## src/rtl/dmem_arbiter.sv

```systemverilog
// Shares one single-port synchronous data memory between the core and the debug/loader port.
// Round-robin on contention, bounded locked debug bursts, read data routed to its owner one cycle later.
module dmem_arbiter #(
    parameter int unsigned ADDR_WIDTH = 8,
    parameter int unsigned DATA_WIDTH = 8,
    parameter int unsigned LOCK_MAX   = 4
) (
    input  logic                  clk,
    input  logic                  rst,
    input  logic                  core_req,
    input  logic                  core_we,
    input  logic [ADDR_WIDTH-1:0] core_addr,
    input  logic [DATA_WIDTH-1:0] core_wdata,
    output logic                  core_gnt,
    output logic                  core_stall,
    output logic                  core_rvalid,
    output logic [DATA_WIDTH-1:0] core_rdata,
    input  logic                  dbg_req,
    input  logic                  dbg_we,
    input  logic [ADDR_WIDTH-1:0] dbg_addr,
    input  logic [DATA_WIDTH-1:0] dbg_wdata,
    input  logic                  dbg_lock,
    output logic                  dbg_gnt,
    output logic                  dbg_rvalid,
    output logic [DATA_WIDTH-1:0] dbg_rdata,
    output logic                  mem_en,
    output logic                  mem_we,
    output logic [ADDR_WIDTH-1:0] mem_addr,
    output logic [DATA_WIDTH-1:0] mem_wdata,
    input  logic [DATA_WIDTH-1:0] mem_rdata
);

    localparam int unsigned       CNT_W     = 4;
    localparam logic [CNT_W-1:0]  CNT_LIMIT = CNT_W'(LOCK_MAX);
    localparam logic [CNT_W-1:0]  CNT_SAT   = '1;

    logic             r_rr_last;   // 0 = core, 1 = dbg was granted last
    logic [CNT_W-1:0] r_lock_cnt;
    logic             r_yield;
    logic             r_rd_pend;
    logic             r_rd_owner;  // 0 = core, 1 = dbg

    logic             w_core_win;
    logic             w_dbg_win;
    logic             w_lock_act;
    logic             w_lock_inc;
    logic [CNT_W-1:0] w_cnt_nxt;
    logic             w_yield_nxt;

    assign w_lock_act = r_rr_last & dbg_lock & (r_lock_cnt < CNT_LIMIT);

    // Arbitration: single requester wins, then yield, then lock, then round-robin.
    always_comb begin
        w_core_win = 1'b0;
        w_dbg_win  = 1'b0;
        if (rst) begin
            if (!(core_req && dbg_req)) begin
                w_core_win = core_req;
                w_dbg_win  = dbg_req;
            end else if (r_yield) begin
                w_core_win = 1'b1;
            end else if (w_lock_act) begin
                w_dbg_win  = 1'b1;
            end else if (r_rr_last) begin
                w_core_win = 1'b1;
            end else begin
                w_dbg_win  = 1'b1;
            end
        end
    end

    assign core_gnt   = w_core_win;
    assign dbg_gnt    = w_dbg_win;
    assign core_stall = rst & core_req & ~w_core_win;
    assign mem_en     = w_core_win | w_dbg_win;

    always_comb begin
        mem_we    = 1'b0;
        mem_addr  = '0;
        mem_wdata = '0;
        if (w_core_win) begin
            mem_we    = core_we;
            mem_addr  = core_addr;
            mem_wdata = core_wdata;
        end else if (w_dbg_win) begin
            mem_we    = dbg_we;
            mem_addr  = dbg_addr;
            mem_wdata = dbg_wdata;
        end
    end

    // Lock counter saturates so a long uncontended burst never wraps back into lock range.
    assign w_lock_inc = w_dbg_win & dbg_lock;

    always_comb begin
        w_cnt_nxt   = r_lock_cnt;
        w_yield_nxt = r_yield;
        if (w_lock_inc) begin
            w_cnt_nxt = (r_lock_cnt == CNT_SAT) ? CNT_SAT : r_lock_cnt + CNT_W'(1);
        end else if (w_core_win || w_dbg_win || !dbg_req) begin
            w_cnt_nxt = '0;
        end
        if (w_core_win) begin
            w_yield_nxt = 1'b0;
        end else if (w_lock_inc && (w_cnt_nxt >= CNT_LIMIT) && core_req) begin
            w_yield_nxt = 1'b1;
        end
    end

    always_ff @(posedge clk or negedge rst) begin
        if (!rst) begin
            r_rr_last  <= 1'b1;
            r_lock_cnt <= '0;
            r_yield    <= 1'b0;
            r_rd_pend  <= 1'b0;
            r_rd_owner <= 1'b0;
        end else begin
            if (w_core_win) begin
                r_rr_last <= 1'b0;
            end else if (w_dbg_win) begin
                r_rr_last <= 1'b1;
            end
            r_lock_cnt <= w_cnt_nxt;
            r_yield    <= w_yield_nxt;
            r_rd_pend  <= mem_en & ~mem_we;
            r_rd_owner <= w_dbg_win;
        end
    end

    assign core_rvalid = r_rd_pend & ~r_rd_owner;
    assign dbg_rvalid  = r_rd_pend & r_rd_owner;
    assign core_rdata  = core_rvalid ? mem_rdata : '0;
    assign dbg_rdata   = dbg_rvalid ? mem_rdata : '0;

endmodule

```

## config.mk

```make
export PLATFORM = sky130hd
export DESIGN_NAME = dmem_arbiter
export DESIGN_NICKNAME = d
export VERILOG_FILES = /design/src/rtl/dmem_arbiter.sv
export SDC_FILE = /design/constraint.sdc
export NUM_CORES = 1
export LEC_CHECK = 0
export CORE_MARGIN = 2
export CORE_UTILIZATION = 27
export CTS_CLUSTER_DIAMETER = 40
export CTS_CLUSTER_SIZE = 8
export DETAILED_ROUTE_END_ITERATION = 12
export PLACE_DENSITY = 0.8
export RECOVER_POWER = 25
export SYNTH_ARGS = -nofsm -noshare
export SYNTH_HDL_FRONTEND = slang
export SYNTH_SLANG_ARGS = --single-unit
export TNS_END_PERCENT = 20
```

## constraint.sdc

```tcl
create_clock -name clk -period 2.1 [get_ports clk]
set_input_delay 0.21 -clock clk [delete_from_list [all_inputs] [get_ports clk]]
set_output_delay 0.21 -clock clk [all_outputs]
set_load 0.02 [all_outputs]
```

==> flow_summary.rst, run 1 <==
.. list-table::
   :header-rows: 1

   * - Metric
     - Value
   * - Outcome
     - finished with violations
   * - Failing checks
     - negative setup slack
   * - Final Core Density
     - 0.668
   * - Via density
     - 4.97
   * - Slowest cell on the critical path
     - dfrtp_1
   * - Maximum number of pins on one net before global-route repair
     - 21
   * - Pins Over Slew Limit
     - 0
   * - Fin crit period
     - 2.29 ns
   * - Switching power summed over all nets
     - 0.000217 W
   * - Clock slew seen by the registers of the worst setup and hold paths
     - 0.06 ns
   * - Area share of the largest cell type after synthesis
     - 0.231
   * - Tcrit/Tclk final
     - 1.09
   * - Most used DFF post-synth
     - dfrtp_1
   * - Post-route ant nets
     - 0
   * - R2r worst-path depth
     - 7
   * - Diode insertion count for antenna repair
     - 0
   * - Maximum capacitance violations
     - 0
   * - Post-Syn Area
     - 759 um^2
   * - Inserted Clock Buffers
     - 3
   * - Critical Path Sink Type
     - primary output
   * - Slew of the pin with the lowest slew margin
     - 0.443 ns
   * - Clock tree from TritonCTS
     - done
   * - Final hold violation count
     - 0
   * - 1st-pass router iterations
     - 4
   * - Fraction of synthesis flops using an asynchronous set or reset pin
     - 1.00
   * - DRT iter0 DRCs
     - 33
   * - Total GRT Usage
     - 0.210
   * - Core Region
     - 0.00271 mm^2
   * - Die area
     - 0.00325 mm^2
   * - Share of post-route cells with drive strength above 1
     - 0.242
   * - Longest individual stage delay on the worst path
     - 0.40 ns
   * - Buffers from clock root to sink, at most
     - 2
   * - Most used standard cell by instance count after synthesis
     - a22o_1
   * - Final weighted congestion in routability-driven placement
     - 0.823
   * - Detailed Place HPWL
     - 2.68 mm
   * - Beginning of the worst register-to-register path
     - r_lock_cnt[2]
   * - Starting utilization of the core area
     - 0.280
   * - Later-pin clock latency in the skew report
     - 0.26 ns
   * - Number of different library cells in the post-synthesis netlist
     - 31
   * - Cell types with the highest counts after synthesis
     - a22o_1, and2_1, and3_1
   * - Setup violation total in the final timing report
     - 19
   * - Area occupied by multi-input gates
     - 528 um^2
   * - Final Worst Setup Slack
     - -0.195 ns
   * - Buffers added on ports
     - 85
   * - Worst hold slack after final layout
     - 0.361 ns
   * - Number of register bits inferred by synthesis
     - 8
   * - Number of hold buffers added after CTS
     - 0
   * - Sequential share of the synthesized area
     - 0.265
   * - Placement Rows
     - 19
   * - Vertical die dimension
     - 57.0 um
   * - Register-to-register setup slack
     - 0.17 ns
   * - Top cells by area, synth
     - dfrtp_1, a22o_1, and2_1, and3_1, buf_6
   * - Setup crit start kind
     - register
   * - Reg power frac
     - 0.264
   * - Sinks on the clock net
     - 8
   * - Top fanout value on the critical path
     - 5
   * - RSZ-0062 raised after global routing
     - true
   * - Total power density per cell area
     - 366 mW/mm^2
   * - Internal Dissipation
     - 0.000445 W
   * - Sequential cell area in the final layout
     - 201 um^2
   * - Cell family with most CP delay
     - compound AO/OA/AOI/OAI gates
   * - CTS H-Tree Depth
     - 1
   * - Switching part of the total
     - 0.328
   * - Share of power burned in the clock network
     - 0.193
   * - Combinational fraction of design power
     - 0.543
   * - Post-DP Area
     - 0.00170 mm^2
   * - Cell Chain, Critical Path
     - or3b_1, a21o_1, buf_6, a21oi_4, buf_6, a22o_1, buf_6
   * - Die width
     - 57.0 um
   * - Endpoint arrival time on the critical path
     - 2.08 ns
   * - Number of enable-type register cells in the synthesized netlist
     - 0
   * - Total number of vias
     - 1,098
   * - Wire length of the first global-routing pass
     - 5.26 mm
   * - Detailed-route DRC error count
     - 0
   * - Buffers & Inverters on Critical Path
     - 3
   * - Aggregate routed wire length
     - 3.39 mm
   * - Number of cells in the design after placement
     - 212
   * - Synthesis-to-finish area growth
     - 138%
   * - Cell taking the most area after synthesis
     - dfrtp_1
   * - Clock root cell
     - clkbuf_4
   * - Max Clock Freq
     - 436 MHz
   * - YS warnings
     - 0
   * - Crit Path Category
     - reg2out
   * - Post-detailed-route wirelength per cell
     - 15.3 um
   * - Endpoint of the lowest-slack register-to-register path
     - r_rd_pend
   * - Initial antenna violation count
     - 0
   * - Post-layout instance count excluding filler cells
     - 221
   * - IR drop worst, VDD
     - 0.278 mV
   * - Filler cell count
     - 232
   * - Most used cell, CP
     - buf_6
   * - Via count of the first global-routing pass
     - 1,177
   * - Avg Inst Size Synth
     - 8.44 um^2
   * - P_leak
     - 0.854 nW
   * - HP Class
     - in2async
   * - Synthesized instance count
     - 90
   * - Layout net count
     - 239
   * - Total nets after synthesis
     - 138
   * - Top Ports
     - 86
   * - Largest clock skew in the final design
     - 0.00995 ns
   * - Worst max-slew margin expressed relative to the limit
     - 0.704
   * - Critical Path RT
     - 1.89 ns
   * - Final Power
     - 0.000662 W
   * - Final design area excluding fillers
     - 0.00181 mm^2
   * - Overflow left after global routing
     - 0
[state kept, by name, indices dropped and copies added, names as in the netlist]
| signal | cells |
|---|---|
| r_lock_cnt | 4 |
| r_rd_owner | 1 |
| r_rd_pend | 1 |
| r_rr_last | 1 |
| r_yield | 1 |
[power groups by stage]
stage	Clock, W	Sequential (W)	Combinational, W
2_1_floorplan	0	0.000173	0.000132
3_3_place_gp	0	0.000176	0.000328
3_5_place_dp	0	0.000176	0.000333
4_1_cts	0.000133	0.000173	0.000367
5_1_grt	0.000142	0.000176	0.000379
6_report	0.000128	0.000175	0.000360
[stage by stage]
| step | setup TNS, ns | setup WS (ns) |
|---|---|---|
| after detailed placement | -17.31 | -0.905 |
| after CTS | -2.36 | -0.148 |
| after global placement | -14.70 | -0.778 |
| after global routing | -4.19 | -0.251 |
| after floorplan | 0 | 0.340 |
| final | -3.16 | -0.195 |
[logic make-up (layout without fill, tap and decap cells)]
kind of cell	Yosys count	in the layout	share of synthesized area
flip-flops	8	8	0.265
adder cells (fa/ha/maj)	1	1	0.0165
multiplexers	1	1	0.0132
buffers and inverters	9	109	0.0791
AND/OR/NAND/NOR	39	39	0.285
AO/OA/AOI/OAI	32	32	0.341
[placed cells by master (no fill, tap or decap), types with 4 or more instances in the layout]
cell             netlist  layout
dfrtp_1                7       7
nor2_1                 6       4
buf_6                  3      21
and2_1                10      10
nand2_1                4       4
buf_4                  1      14
nand3_1                4       4
clkdlybuf4s50_1        0      63
a22o_1                17      17
and3_1                 9       9
[worst reg2reg max path, stage by stage (launching register included)]
cell and delay (ns):
dfrtp_1 0.40, or3b_1 0.40, a21o_1 0.23, buf_6 0.13, a21oi_4 0.22, buf_4 0.18, buf_4 0.11, a221oi_1 0.10
[worst max-delay path by stage]
stage,from,to,slack [ns],cells after the start
floorplan,r_lock_cnt[3],mem_addr[3],0.34,5
global route,r_lock_cnt[2],mem_addr[4],-0.25,7
detailed placement,dbg_lock,mem_wdata[1],-0.90,7
CTS,r_lock_cnt[3],mem_addr[4],-0.15,8
finish,r_lock_cnt[2],mem_wdata[1],-0.19,7
global placement,dbg_lock,mem_wdata[6],-0.78,7
[repair_timing]
item,CTS,global route
endpoints found under the setup margin,28,26
setup buffers,5,0
cloned,2,1
pin swaps,9,14
gates resized for setup,116,12
[layer usage]
metal	wire length, um	up-vias	GRT usage
met5	0	-	0
met4	29	0	0.0797
met3	285	4	0.0544
met2	1830	66	0.409
met1	1250	486	0.210
li1	-	542	-
[cell type report]
cell class                 count  share of cell area
clock buffer                   4              0.0145
tap                           31              0.0214
timing repair buffer         102               0.555
sequential                     8               0.111
multi-input combinational     73               0.292
inverter                       3             0.00622
Power figures use the tool's default switching activity.
==> run 2, diff against run 1 <==
Settings changed: GPL_TIMING_DRIVEN set to 0.
Clock period 2.1 ns to 2.5 ns, I/O delays scaled along.
==> flow_summary.rst, run 2 (same netlist as run 1, synthesis figures left out) <==
.. list-table::
   :header-rows: 1

   * - Metric
     - Value
   * - Beginning of the worst register-to-register path
     - r_lock_cnt[2]
   * - Top Ports
     - 86 (unchanged)
   * - Area occupied by multi-input gates
     - 498 um^2 (-5.7%)
   * - Slew of the pin with the lowest slew margin
     - 0.364 ns (-0.0788 ns)
   * - DRT iter0 DRCs
     - 39 (+18%)
   * - Share of post-route cells with drive strength above 1
     - 0.0608 (-0.181)
   * - Total setup buffers inserted after CTS
     - 0 (-5)
   * - Met1 Routed Length
     - 1.10 mm (-12%)
   * - Detailed-route DRC error count
     - 0 (unchanged)
   * - Vertical die dimension
     - 57.0 um (unchanged)
   * - Starting utilization of the core area
     - 0.280 (unchanged)
   * - Reg with most FFs
     - r_lock_cnt
   * - Worst max-slew margin expressed relative to the limit
     - 0.757 (+0.0524)
   * - RSZ-0062 raised after global routing
     - false
   * - Filler cell count
     - 264 (+14%)
   * - Overflow left after global routing
     - 0 (unchanged)
   * - Routed length on met2
     - 1.58 mm (-14%)
   * - P_leak
     - 0.798 nW (-6.5%)
   * - Maximum number of pins on one net before global-route repair
     - 12 (-43%)
   * - Met3 WL
     - 345 um (+21%)
   * - Die area
     - 0.00325 mm^2 (unchanged)
   * - Placement Rows
     - 19 (unchanged)
   * - Max Clock Freq
     - 411 MHz
   * - Buffers added on ports
     - 85 (unchanged)
   * - Final design area excluding fillers
     - 0.00167 mm^2 (-7.7%)
   * - Initial antenna violation count
     - 0 (unchanged)
   * - Post-detailed-route wirelength per cell
     - 14.3 um (-6.6%)
   * - Pins Over Slew Limit
     - 0 (unchanged)
   * - Final hold violation count
     - 0 (unchanged)
   * - Inserted Clock Buffers
     - 3 (unchanged)
   * - Hold path startpoint
     - rst
   * - Register-to-register setup slack
     - 0.82 ns (+0.65 ns)
   * - IR drop worst, VDD
     - 0.271 mV (-2.6%)
   * - Critical Path Sink Type
     - primary output
   * - Commonest non-fill, non-tap cells in the layout
     - clkdlybuf4s50_1, a22o_1, dlygate4sd2_1, and2_1, and3_1
   * - Layout net count
     - 230 (-3.8%)
   * - Setup crit start kind
     - register
   * - Sequential cell area in the final layout
     - 201 um^2 (unchanged)
   * - Detailed Place HPWL
     - 2.55 mm (-4.8%)
   * - Critical Path RT
     - 2.25 ns (+0.36 ns)
   * - 1st-pass router iterations
     - 5 (+1)
   * - Aggregate routed wire length
     - 3.04 mm (-10%)
   * - Endpoint arrival time on the critical path
     - 2.18 ns (+0.10 ns)
   * - Maximum capacitance violations
     - 0 (unchanged)
   * - HP Class
     - in2reg
   * - Outcome
     - complete, no violations
   * - CTS H-Tree Depth
     - 1 (unchanged)
   * - R2r worst-path depth
     - 5 (-2)
   * - Crit Path Category
     - reg2out
   * - Via count of the first global-routing pass
     - 1,094 (-7.1%)
   * - Core Region
     - 0.00271 mm^2 (unchanged)
   * - Via density
     - 5.09 (+2.4%)
   * - Tcrit/Tclk final
     - 0.972
   * - Clock slew seen by the registers of the worst setup and hold paths
     - 0.06 ns (about the same)
   * - Diode insertion count for antenna repair
     - 0 (unchanged)
   * - Wire length of the first global-routing pass
     - 4.72 mm (-10%)
   * - Post-DP Area
     - 0.00165 mm^2 (-3.2%)
   * - Total GRT Usage
     - 0.184 (-0.0260)
   * - Clock root cell
     - clkbuf_4
   * - Hold Path End
     - r_rd_owner
   * - Post-route ant nets
     - 0 (unchanged)
   * - Total Negative Setup Slacks
     - 0 ns (+3.16 ns)
   * - Total power density per cell area
     - 304 mW/mm^2 (-17%)
   * - Buffers from clock root to sink, at most
     - 2 (unchanged)
   * - Total number of vias
     - 1,079 (-1.7%)
   * - Endpoint of the lowest-slack register-to-register path
     - r_rd_pend
   * - Largest clock skew in the final design
     - 0.00977 ns (-0.000182 ns)
   * - Sinks on the clock net
     - 8 (unchanged)
   * - Highest metal layer used by the detailed router
     - met4
   * - Later-pin clock latency in the skew report
     - 0.26 ns (about the same)
   * - Synthesis-to-finish area growth
     - 120%
   * - Clock tree from TritonCTS
     - done
   * - Top fanout value on the critical path
     - 7 (+2)
   * - Die width
     - 57.0 um (unchanged)
   * - Fin crit period
     - 2.43 ns
   * - Setup violation total in the final timing report
     - 0 (-19)
   * - Worst hold slack after final layout
     - 0.430 ns (+0.0692 ns)
   * - Final weighted congestion in routability-driven placement
     - 0.843 (+2.5%)
   * - Leading cell type in the layout, fill and taps excluded
     - clkdlybuf4s50_1
   * - Number of flip-flops under the largest register name
     - 4 (unchanged)
   * - Hold depth
     - 4
[run 2: cell types whose count changed in the layout (fill, tap and decap cells not counted), sizes merged]
cell / previous run / this run
dlygate4sd3: 1 / 3
clkdlybuf4s50: 63 / 65
dlygate4sd2: 2 / 16
buf: 36 / 4
clkbuf: 4 / 7
clkdlybuf4s15: 0 / 2
[run 2: routing by layer]
| metal | up-vias | GRT usage |
|---|---|---|
| met5 | - | 0 |
| met4 | 0 | 0.0565 |
| met3 | 2 | 0.0635 |
| met2 | 82 | 0.356 |
| met1 | 474 | 0.182 |
| li1 | 521 | - |
[run 2: worst max-delay path by stage]
stage,startpoint,end,slack (ns),depth (start not counted)
2_1_floorplan,r_lock_cnt[3],mem_addr[3],0.70,5
3_3_place_gp,rst,mem_wdata[6],-0.40,7
3_5_place_dp,rst,mem_wdata[6],-0.42,7
4_1_cts,r_lock_cnt[2],mem_wdata[6],0.06,6
5_1_grt,r_lock_cnt[3],mem_wdata[7],0.009,6
6_report,r_lock_cnt[2],core_stall,0.07,4
[run 2: layout make-up]
cell class | instances | share of cell area
inverters | 3 | 0.00674
multi-input cells | 73 | 0.298
flip-flops and latches | 8 | 0.121
plain buffers | 6 | 0.0300
well taps | 31 | 0.0232
clock buffers | 4 | 0.0157
repair buffers | 87 | 0.506
[run 2: stage by stage]
step | total power, W | worst slack [ns] | util | cells
3_5_place_dp | 0.000416 | -0.424 | 0.608 | 206
4_1_cts | 0.000511 | 0.0638 | 0.610 | 210
6_report | 0.000508 | 0.0695 | 0.616 | 212
5_1_grt | 0.000535 | 0.00854 | 0.616 | 212
2_1_floorplan | 0.000257 | 0.700 | - | 90
3_3_place_gp | 0.000412 | -0.397 | 0.608 | 206
[run 2: critical path: stages, from the launching register on]
cell,delay (ns)
dfrtp_1,0.45
or3b_1,0.37
a21o_1,0.22
nor3_1,0.22
clkdlybuf4s50_1,0.65
[run 2: where the power goes]
part	internal, W	switching [W]
Sequential	0.000138	0.00000797
Clock	0.0000613	0.0000471
Combinational	0.000142	0.000111
[run 2: timing repair]
item,in CTS,in global routing
endpoints found under the hold margin,0,7
resized for setup,20,4
setup endpoints to repair,20,3
hold buffers,0,2
==> run 3, diff against run 2 <==
Settings changed: CORE_MARGIN 2 to 10.
==> flow_summary.rst, run 3 (same netlist as run 1, synthesis figures left out) <==
.. list-table::
   :header-rows: 1

   * - Metric
     - Value
   * - Outcome
     - complete, no violations
   * - Overflow left after global routing
     - 0 (unchanged)
   * - Total setup buffers inserted after CTS
     - 0 (unchanged)
   * - Post-route ant nets
     - 0 (unchanged)
   * - DRT iter0 DRCs
     - 18 (-54%)
   * - Clock slew seen by the registers of the worst setup and hold paths
     - 0.06 ns (about the same)
   * - Die area
     - 0.00533 mm^2 (+64%)
   * - Inserted Clock Buffers
     - 3 (unchanged)
   * - Share of post-route cells with drive strength above 1
     - 0.0894 (+0.0286)
   * - Filler cell count
     - 250 (-5.3%)
   * - Endpoint of the lowest-slack register-to-register path
     - r_rd_pend
   * - Setup violation total in the final timing report
     - 0 (unchanged)
   * - Later-pin clock latency in the skew report
     - 0.25 ns (about the same)
   * - Number of hold buffers added after CTS
     - 0 (unchanged)
   * - Cell family with most CP delay
     - buffers and inverters
   * - Worst max-slew margin expressed relative to the limit
     - 0.716 (-0.0406)
   * - Via density
     - 4.98 (-2.1%)
   * - Clock root cell
     - clkbuf_4
   * - Register-to-register setup slack
     - 0.85 ns (+0.03 ns)
   * - Via count of the first global-routing pass
     - 1,139 (+4.1%)
   * - Vertical die dimension
     - 73.0 um (+28%)
   * - Pins Over Slew Limit
     - 0 (unchanged)
   * - Total number of vias
     - 1,046 (-3.1%)
   * - Number of flip-flops under the largest register name
     - 4 (unchanged)
   * - Detailed Place HPWL
     - 3.26 mm (+27%)
   * - Leading cell type in the layout, fill and taps excluded
     - clkdlybuf4s50_1
   * - Setup crit start kind
     - input pin
   * - Cell Chain, Critical Path
     - clkdlybuf4s50_1, or3b_1, a21o_1, a21oi_2, buf_4, a22o_1, clkdlybuf4s15_1
   * - Critical Path RT
     - 2.25 ns (about the same)
   * - P_leak
     - 0.789 nW (-1.1%)
   * - Endpoint arrival time on the critical path
     - 2.14 ns (-0.04 ns)
   * - Beginning of the worst register-to-register path
     - r_lock_cnt[2]
   * - Fin crit period
     - 2.39 ns (-0.0451 ns)
   * - Beginning of the critical path
     - dbg_lock
   * - Layout net count
     - 228 (-0.87%)
   * - Final Core Density
     - 0.601 (-0.0154)
   * - Sinks on the clock net
     - 8 (unchanged)
   * - Diode insertion count for antenna repair
     - 0 (unchanged)
   * - Post-detailed-route wirelength per cell
     - 17.3 um (+21%)
   * - Commonest non-fill, non-tap cells in the layout
     - clkdlybuf4s50_1, a22o_1, and2_1, and3_1, dlygate4sd2_1
   * - Slew of the pin with the lowest slew margin
     - 0.426 ns (+0.0621 ns)
   * - R2r worst-path depth
     - 5 (unchanged)
   * - Worst hold slack after final layout
     - 0.0680 ns (-0.362 ns)
   * - Buffers & Inverters on Critical Path
     - 3 (+2)
   * - Top Ports
     - 86 (unchanged)
   * - Initial antenna violation count
     - 0 (unchanged)
   * - CTS H-Tree Depth
     - 1 (unchanged)
   * - Tcrit/Tclk final
     - 0.954 (-0.0180)
   * - Final hold violation count
     - 0 (unchanged)
   * - Reg with most FFs
     - r_lock_cnt
   * - Wire length of the first global-routing pass
     - 5.50 mm (+17%)
   * - Detailed-route DRC error count
     - 0 (unchanged)
   * - Top fanout value on the critical path
     - 10 (+3)
   * - Clock tree from TritonCTS
     - done
   * - Crit Path Category
     - in2out
   * - Slowest cell on the critical path
     - clkdlybuf4s50_1
   * - Buffers added on ports
     - 85 (unchanged)
   * - Critical Path Sink Type
     - primary output
   * - Core Region
     - 0.00273 mm^2 (+0.88%)
   * - IR drop worst, VDD
     - 0.186 mV (-31%)
   * - Buffers from clock root to sink, at most
     - 2 (unchanged)
   * - Synthesis-to-finish area growth
     - 116%
   * - Total GRT Usage
     - 0.126 (-0.0578)
   * - RSZ-0062 raised after global routing
     - false
   * - 1st-pass router iterations
     - 4 (-1)
   * - Final weighted congestion in routability-driven placement
     - 0.774 (-8.2%)
   * - Largest clock skew in the final design
     - 0.00703 ns (-0.00274 ns)
   * - Aggregate routed wire length
     - 3.63 mm (+20%)
   * - Die width
     - 73.0 um (+28%)
   * - Total power density per cell area
     - 308 mW/mm^2 (+1.3%)
   * - Setup crit end
     - mem_wdata[0]
   * - HP Class
     - in2async
   * - Maximum capacitance violations
     - 0 (unchanged)
   * - Maximum number of pins on one net before global-route repair
     - 12 (unchanged)
   * - Placement Rows
     - 19 (unchanged)
   * - Longest individual stage delay on the worst path
     - 0.48 ns (-0.17 ns)
   * - Total stage count of the critical path
     - 7 (+3)
   * - Starting utilization of the core area
     - 0.278 (-0.00244)
   * - Max Clock Freq
     - 419 MHz (+1.9%)
==> run 3: cell count changes in the layout (fill, tap and decap cells not counted) <==
cell	change
dlygate4sd3_1	-2
clkdlybuf4s15_1	+2
dlymetal6s2s_1	+1
clkdlybuf4s50_1	-1
clkbuf_2	+5
o21ai_0	-1
clkdlybuf4s25_1	+1
clkbuf_1	-1
dlygate4sd2_1	-7
o21ai_1	+1
==> run 3: power by group <==
group	switching (W)	internal [W]	total, W
registers	0.00000833	0.000138	0.000146
clock network	0.0000451	0.0000612	0.000106
logic	0.000114	0.000140	0.000253
total	0.000167	0.000339	0.000506
==> run 3: worst min-delay path by stage <==
stage,from,end,slack (ns),cells after the start
floorplan,rst,r_lock_cnt[0],-0.05,0
global placement,r_rr_last,r_rr_last,0.50,2
detailed placement,r_rr_last,r_rr_last,0.51,2
CTS,rst,r_lock_cnt[2],0.04,1
global route,rst,r_lock_cnt[2],0.09,1
finish,rst,r_lock_cnt[2],0.07,1
==> run 3: per-layer routing <==
| layer | vias to the layer above | part of all wire | track usage |
|---|---|---|---|
| li1 | 519 | - | - |
| met1 | 461 | 0.34 | 0.114 |
| met2 | 66 | 0.50 | 0.231 |
| met3 | 0 | 0.16 | 0.0884 |
| met4 | 0 | 0 | 0.0127 |
| met5 | - | 0 | 0 |
==> run 3: per-stage QoR <==
step | setup TNS, ns | std cells | power (W) | instance area [um^2] | setup WS (ns)
floorplan | 0 | 90 | 0.000257 | 759 | 0.700
global placement | -6.43 | 206 | 0.000414 | 1650 | -0.381
detailed placement | -6.97 | 206 | 0.000420 | 1650 | -0.409
CTS | 0 | 210 | 0.000510 | 1650 | 0.0782
global route | 0 | 210 | 0.000535 | 1640 | 0.00263
finish | 0 | 210 | 0.000506 | 1640 | 0.115
==> run 3: final cells by class <==
type                       instances  area [um^2]  share of cell area
clock buffer                       4         26.3              0.0160
buffer                             6         50.0              0.0305
timing repair buffer              85          817               0.497
tap                               31         38.8              0.0236
inverter                           3         11.3             0.00685
multi-input combinational         73          498               0.303
sequential                         8          201               0.123
==> run 3: timing repair <==
action | 4_1_cts | 5_1_grt
pin swaps | 0 | 0
setup endpoints to repair | 21 | 10
resized for setup | 20 | 16
gates cloned | 0 | 0
